$ cat src/rtl/iter_mul_unit.sv
// Iterative unsigned WIDTHxWIDTH shift-add multiplier with a fixed-latency
// single-cycle register-file write strobe at completion.
module iter_mul_unit #(
  parameter int WIDTH = 32
) (
  input  logic             clk,
  input  logic             rst,
  input  logic             start,
  input  logic             op_hi,
  input  logic [WIDTH-1:0] a,
  input  logic [WIDTH-1:0] b,
  input  logic [4:0]       rd_in,
  output logic             ready,
  output logic             busy,
  output logic             done,
  output logic             wr_en,
  output logic [4:0]       rd_out,
  output logic [WIDTH-1:0] result
);

  localparam int CNT_W = $clog2(WIDTH);
  localparam logic [CNT_W-1:0] LAST_CNT = CNT_W'(WIDTH - 1);

  typedef enum logic [1:0] {
    S_IDLE,
    S_RUN,
    S_DONE
  } state_e;

  state_e             state_q;
  logic [2*WIDTH-1:0] acc_q;
  logic [2*WIDTH-1:0] acc_d;
  logic [2*WIDTH-1:0] mcand_q;
  logic [WIDTH-1:0]   mplier_q;
  logic [CNT_W-1:0]   cnt_q;
  logic               op_hi_q;
  logic [4:0]         rd_q;
  logic [WIDTH-1:0]   result_q;

  // Accumulator value after the current RUN step; also feeds the final half select.
  assign acc_d = mplier_q[0] ? (acc_q + mcand_q) : acc_q;

  // NOTE: sequential state uses non-blocking assignments only, so every
  // register samples the pre-edge values regardless of statement order.
  always_ff @(posedge clk) begin
    if (rst) begin
      state_q  <= S_IDLE;
      acc_q    <= '0;
      mcand_q  <= '0;
      mplier_q <= '0;
      cnt_q    <= '0;
      op_hi_q  <= 1'b0;
      rd_q     <= '0;
      result_q <= '0;
    end else begin
      case (state_q)
        S_IDLE: begin
          if (start) begin
            mcand_q  <= {{WIDTH{1'b0}}, a};
            mplier_q <= b;
            acc_q    <= '0;
            cnt_q    <= '0;
            op_hi_q  <= op_hi;
            rd_q     <= rd_in;
            state_q  <= S_RUN;
          end
        end
        S_RUN: begin
          acc_q    <= acc_d;
          mcand_q  <= mcand_q << 1;
          mplier_q <= mplier_q >> 1;
          cnt_q    <= cnt_q + CNT_W'(1);
          // The last step's sum is final, so capture the selected half here
          // and hold it steady through DONE and the following IDLE.
          if (cnt_q == LAST_CNT) begin
            result_q <= op_hi_q ? acc_d[2*WIDTH-1:WIDTH] : acc_d[WIDTH-1:0];
            state_q  <= S_DONE;
          end
        end
        S_DONE:  state_q <= S_IDLE;
        default: state_q <= S_IDLE;
      endcase
    end
  end

  assign ready  = (state_q == S_IDLE);
  assign busy   = (state_q == S_RUN);
  assign done   = (state_q == S_DONE);
  assign wr_en  = (state_q == S_DONE) && (rd_q != 5'd0);
  assign rd_out = rd_q;
  assign result = result_q;

endmodule

$ cat config.mk
export PLATFORM = sky130hd
export DESIGN_NAME = iter_mul_unit
export DESIGN_NICKNAME = d
export VERILOG_FILES = /design/src/rtl/iter_mul_unit.sv
export SDC_FILE = /design/constraint.sdc
export NUM_CORES = 1
export LEC_CHECK = 0
export CORE_MARGIN = 2
export CORE_UTILIZATION = 55
export DETAILED_ROUTE_END_ITERATION = 10
export GPL_TIMING_DRIVEN = 0
export PLACE_DENSITY_LB_ADDON = 0.15
export SLEW_MARGIN = 20
export SYNTH_ARGS = -nofsm -noshare
export SYNTH_HDL_FRONTEND = slang
export SYNTH_SLANG_ARGS = --single-unit
$ cat constraint.sdc
create_clock -name clk -period 4.2 [get_ports clk]
set_clock_uncertainty 0.05 [all_clocks]
set_input_delay 0.84 -clock clk [delete_from_list [all_inputs] [get_ports clk]]
set_output_delay 0.84 -clock clk [all_outputs]
set_load 0.005 [all_outputs]
==> flow_summary_export.csv <==
group,metric,value,unit
placement,dpl.cell_count,2099,
timing,finalSetupTns,0,ns
route,drt_iter0_markers,1592,
cells_and_area,n_fill_cell,2018,
setup_path,worst_ep_required_time,3.31,ns
pwr,power.total,5.36,mW
clock_network,post_cts_buffers,0,
setup_path,crit_path_top_delay_cell,"clkdlybuf4s50_1",
clock_network,clock_sinks,205,
timing,tightest_slew,1.11,ns
placement,routabilityCongestion,1.07,
global_routing,grt_usage,39.2,%
cells_and_area,design_area,15100,sq um
clock_network,clockBufferDepth,3,
die,rows,55,
timing,fin_crit,4.03,ns
clock_network,clock_latency,0.55,ns
setup_path,cpLargestDelayFamily,"buffers and inverters",
pwr,p_int,3.89,mW
die,die_y,156,um
clock_network,root_buffer,"clkbuf_16",
clock_network,htreeDepth,1,
global_routing,grt_overflow,0,
cells_and_area,layoutNonFillerInstCount,2142,
timing,fmax,248,MHz
setup_path,crit_path_max_incr_delay,0.60,ns
pwr,p_comb_share,13.8,%
flow_run,drv_cap,0,
status,outcome,"finished, final reports clean",
timing,min_period_over_period,96.0,%
cells_and_area,seqCellArea,4100,sq um
setup_path,worstPathMaxFanout,10,
timing,worst_slack,0.167,ns
cells_and_area,area_growth,19.4,%
die,die-area,24300,sq um
pwr,p_clk_share,47.5,%
placement,dp_slack,0.392,ns
die,die_x,156,um
die,core,22600,sq um
timing,slew_headroom,25.8,%
route,wl,48.4,mm
global_routing,grt_pass1_wl,73.4,mm
route,vias,13815,
clock_network,cts.repair.resized,0,
synthesis,synthFlopType,"dfxtp_1",
pwr,swShare,27.4,%
route,dr.pass1.iters,6,
synthesis,synth_edf_count,0,
cells_and_area,drive_above_1_share,5.22,%
timing,hold_viol,0,
hold_path,hp-class,"reg2reg",
cells_and_area,multi_input_area,7960,sq um
pwr,pwr_density_cell,354,nW/um^2
setup_path,cp_cell_sequence,"nand2b_1, clkbuf_1, inv_1, clkbuf_1, buf_1, clkdlybuf4s50_1",
clock_network,cts_tree,"built",
timing,setup_viol,0,
cells_and_area,antenna_cells,0,
synthesis,ys_types,79,
die,ios,114,
global_routing,grt_pass1_vias,12957,
placement,place_area,14200,sq um
synthesis,synth_nets,1839,
synthesis,yosysSeqAreaShare,32.4,%
setup_path,crit_path_end_kind,"output port",
setup_path,cpMostUsedCell,"clkbuf_1",
die,start_util,55.9,%
synthesis,ys_ff_latch,205,
synthesis,syn_area,12700,sq um
synthesis,avgSynthCellArea,7.45,sq um
route,drc_errors,0,
route,viasPerCell,6.45,
synthesis,async_reset_ff_share,0,%
setup_path,worstSetupStartpointType,"register",
timing,rsz0062_at_grt,"false",
clock_network,cts.clk_slew.worst_paths,0.07,ns
route,ant_nets,0,
pwr,p_leak,6.02,nW
synthesis,synthCells,1700,
synthesis,yosys_warnings,0,
cells_and_area,num-nets-final,1979,
route,routedWlPerCell,22.6,um
pwr,ir_drop,0.336,mV
setup_path,worstSetupPathType,"reg2out",
pwr,p_sw,1.47,mW
placement,portBuffers,113,
clock_network,cts_hold_buffers,0,
placement,hpwl,36.7,mm
global_routing,grt_max_degree,14,
global_routing,antenna_found_initial,1,
clock_network,cts-buffers-inserted,24,
setup_path,worstPathArrival,3.14,ns
timing,drv_slew,0,
setup_path,path_buf_inv,5,
pwr,p_seq_share,38.7,%
## logic make-up after synthesis
logic type | share of synthesized area [%]
and+or+nand+nor | 24.0
AOI/OAI and AO/OA | 25.4
DFF | 32.4
buffers and inverters | 4.77
adders and majority gates | 6.58
xor gates and xnor gates | 3.67
muxes | 3.11
## cell usage after synthesis (all sizes together), types with 22 or more instances
cell type,number,area [sq um]
nor2,239,897
dfxtp,205,4100
a21oi,174,878
nand2,165,622
o21ai,141,706
clkbuf,99,372
nor3,88,440
nand3,72,360
ha,65,813
a21o,38,285
nand4,30,203
buf,29,146
xnor2,27,236
xor2,26,228
inv,22,82.6
## placed cells by master (no fill, tap or decap), drive strengths merged, types with 8 or more instances in the layout
master         netlist  layout
a22oi               13      13
and3                17      17
a21oi              174     174
o21bai              10      10
dfxtp              205     205
bufinv               0       9
nor2b               17      17
a21o                38      38
buf                 29      30
nand2              165     165
ha                  65      65
xnor2               27      27
clkbuf              99     126
nand2b              12      12
o211ai              13      13
a211oi              14      14
xor2                26      26
nand4               30      30
inv                 22      22
o21a                11      11
o21ai              141     141
a32o                 8       8
clkdlybuf4s50        0     113
nor2               239     239
nand3               72      72
nor3                88      88
a22o                10      10
mux2                14      14
a31oi               21      21
mux2i               21      21
## through the flow
stage                     hold WS (ns)  util [%]
after floorplan                  0.389         -
after global placement           0.383      62.5
after detailed placement         0.384      62.6
after CTS                        0.394      66.8
after global routing             0.425      66.8
final                            0.392      66.8
## registers in the layout, summed over array words and instances, names as in the netlist
register and flops:
acc_q 64, mplier_q 32, mcand_q 64, state_q 2, cnt_q 5, rd_out 5
result 32, op_hi_q 1
## cell type report
type,count,share of cell area [%]
clock buffers,27,4.11
well taps,285,2.36
plain buffers,128,3.43
inverters,23,0.571
repair buffers,114,7.53
multi-input cells,1344,52.7
flip-flops and latches,205,27.1
clock inverters,16,2.20
## worst min-delay path, delay by kind of cell (launching register included)
| kind | cells | cell delay (ns) |
|---|---|---|
| DFF | 1 | 0.31 |
| and+or+nand+nor | 2 | 0.09 |
## power by group through the flow
stage | combinational [mW] | sequential [mW] | clock [mW]
6_report | 0.737 | 2.07 | 2.54
5_1_grt | 0.794 | 2.08 | 2.63
4_1_cts | 0.713 | 2.07 | 2.55
3_5_place_dp | 0.708 | 2.12 | 0
3_3_place_gp | 0.695 | 2.11 | 0
2_1_floorplan | 0.428 | 2.10 | 0
## per-layer routing
layer | up-vias | wire length (um) | track usage, %
met5 | - | 13 | 0
met3 | 169 | 4680 | 7.28
met4 | 2 | 2680 | 19.4
li1 | 6378 | - | -
met1 | 6508 | 19900 | 51.7
met2 | 758 | 21100 | 61.7
## path summary, 6_finish.rpt
path / startpoint / slack, ns / cells after the start / to
worst max-delay path: state_q[1]$_SDFFE_PP0P_ / 0.17 / 6 / busy
worst min-delay path: result[25]$_SDFFE_PP0P_ / 0.39 / 2 / result[25]$_SDFFE_PP0P_
worst max register to register: acc_q[4]$_SDFFE_PP0P_ / 0.29 / 11 / result[29]$_SDFFE_PP0P_
worst min register to register: result[25]$_SDFFE_PP0P_ / 0.39 / 2 / result[25]$_SDFFE_PP0P_
No activity file was read; power rests on OpenSTA's default activity.
==> patch: new RTL, same flow settings <==
The parameter `WIDTH` goes from 32 to 16.
--- a/src/rtl/iter_mul_unit.sv
+++ b/src/rtl/iter_mul_unit.sv
@@ -1,7 +1,7 @@
 // Iterative unsigned WIDTHxWIDTH shift-add multiplier with a fixed-latency
 // single-cycle register-file write strobe at completion.
 module iter_mul_unit #(
-  parameter int WIDTH = 32
+  parameter int WIDTH = 16
 ) (
   input  logic             clk,
   input  logic             rst,
Interface: changed (resized a, b and result); port bits go from 114 to 66. No check against the original RTL was run, so the function may have changed too.
==> patch against the original RTL <==
- clock power fell by 72%
- setup slack better by 360 ps
- fmax rose by 9.7%
- non-clock buffer count fell by 126
- final cell count fell by 53%
- synthesized cell count fell by 54%
- sequential cell count fell by 97
- combinational power is 54% lower
- power down 60%
- design area decreased by 52%
- register-to-register slack better by 500 ps
- wire length shrank 59%
- synthesized area down 51%
==> patch: results (changes against the original RTL) <==
stage,metric,value,unit,change
detailed_routing,drt_wl_total,19900,microns,-59%
cts,clockBufferDepth,2,,-1
worst_setup_path,crit_path_max_incr_delay,1100,ps,+500 ps
global_routing,grt_use_total,33.9,%,-5.3 points
worst_setup_path,r2r-end,acc_q[2],,
power,leakage,0.00283,uW,-53%
synthesis,ys_ff_latch,108,,-47%
detailed_routing,dr_total_vias,6418,,-54%
global_routing,grt_first_pass_wirelength,30900,microns,-58%
layout,drive_gt1_share,4.63,%,-0.59 points
power,p_sw,697,uW,-53%
worst_setup_path,r2r_start,state_q[1],,
synthesis,synth_nets,857,,-53%
global_routing,antenna_found_initial,0,,-1
hold_path,min_path_type,register to register,,
worst_setup_path,crit_family,buffers and inverters,,
hold_path,hp-start,result[5],,
sta,slew_headroom,15.1,%,-11 points
cts,cts_buffers,9,,-63%
placement,portBuffers,65,,-42%
synthesis,synthArstFlopShare,0,%,unchanged
synthesis,yosys-top-cells-area,"dfxtp_1 (35%), ha_1 (6.5%), o21ai_0 (6.5%)",,
synthesis,synth_cells,783,,-54%
worst_setup_path,cpMaxStageDelayCell,o22ai_1,,
synthesis,synth_warnings,0,,unchanged
layout,num_antenna_cells,0,,unchanged
cts,post-cts-setup-buffer-count,0,,unchanged
detailed_routing,drt-initial-drc-count,597,,-63%
layout,largest_registers,"acc_q: 32 flops, mcand_q: 32 flops",,
power,ir_worst_vdd,0.347,mV,+3.2%
worst_setup_path,critPathMaxFanout,10,,unchanged
synthesis,synth_commonest_cells,"dfxtp_1 (108), nor2_1 (97), nand2_1 (87)",,
global_routing,grt_max_degree,24,,+10
synthesis,synth.distinct_cells,63,,-20%
cts,htreeDepth,3,,+2
worst_setup_path,ff2ff_path_depth,8,,-3
cts,clk_pin_slew,130,ps,+60 ps
synthesis,yosysMostFrequentCell,dfxtp_1,,
cts,ctsResizeCount,0,,unchanged
synthesis,yosys_most_used_dff,dfxtp_1,,
detailed_routing,drt_pass1_iterations,5,,-1
placement,dpl_cell_area,6990,sq um,-51%
cts,clk_latency,410,ps,-140 ps
worst_setup_path,r2r_slack,790,ps,+500 ps
hold_path,min_path_cells,2,,unchanged
hold_path,hold_path_end,result[5],,
placement,dp_cells,988,,-53%
sta,whs,415,ps,+23.2 ps
worst_setup_path,crit_arrival,3950,ps,+810 ps
status,status,finished clean,,
placement,place_congestion,0.968,,-9.1%
global_routing,grt_pass1_vias,5984,,-54%
placement,dpl_worst_slack,309,ps,-83.5 ps
placement,dp_hpwl,15300,microns,-58%
cts,root_buffer,clkbuf_8,,
layout,final_cells,1004,,-53%
layout,final_net_count,933,,-53%
synthesis,ys_seq_area_share,35.1,%,+2.7 points
## patch: cell count changes in the layout (fill, tap and decap cells not counted), sizes merged, moves of 49 or more
cell and delta:
nor2 -142, a21oi -120, dfxtp -97, clkbuf -78, nand2 -78, o21ai -60, nor3 -49
## patch: layout make-up
class	count	area, sq um
inverters	7	26.3
clock buffers	9	124
fillers	990	3680
repair buffers	65	651
multi-input cells	617	3770
plain buffers	51	200
clock inverters	7	96.3
well taps	140	175
flip-flops and latches	108	2160
## patch: power groups by stage
stage | Clock (uW) | Combinational, uW | Sequential, uW
global placement | 0 | 323 | 1110
finish | 702 | 340 | 1090
global route | 732 | 369 | 1100
floorplan | 0 | 203 | 1110
detailed placement | 0 | 334 | 1110
CTS | 701 | 335 | 1090
## patch: cells by family (layout without fill, tap and decap cells)
kind of cell | after synthesis | after routing | share of synthesized area [%]
buffers and inverters | 58 | 139 | 3.68
AOI/OAI and AO/OA | 237 | 237 | 25.0
muxes | 19 | 19 | 3.70
adders and majority gates | 33 | 33 | 6.83
xor gates and xnor gates | 27 | 27 | 3.84
and+or+nand+nor | 301 | 301 | 21.9
DFF | 108 | 108 | 35.1
## patch: worst max-delay path by stage
| stage | from | end | slack (ps) | cells after the start |
|---|---|---|---|---|
| after detailed placement | rst | acc_q[2] | 310 | 7 |
| final | rst | acc_q[2] | 530 | 7 |
| after CTS | rst | acc_q[2] | 740 | 7 |
| after global routing | rst | acc_q[17] | 520 | 7 |
| after global placement | rst | acc_q[21] | 340 | 6 |
| after floorplan | acc_q[0] | result[4] | 1470 | 9 |
## patch: metal layers
layer  wire length [microns]  up-vias  GRT usage [%]
met3                    1530       49           5.39
met2                    9080      284           55.0
met4                     599        0           12.2
li1                        -     2974              -
met5                       0        -              0
met1                    8710     3111           45.3
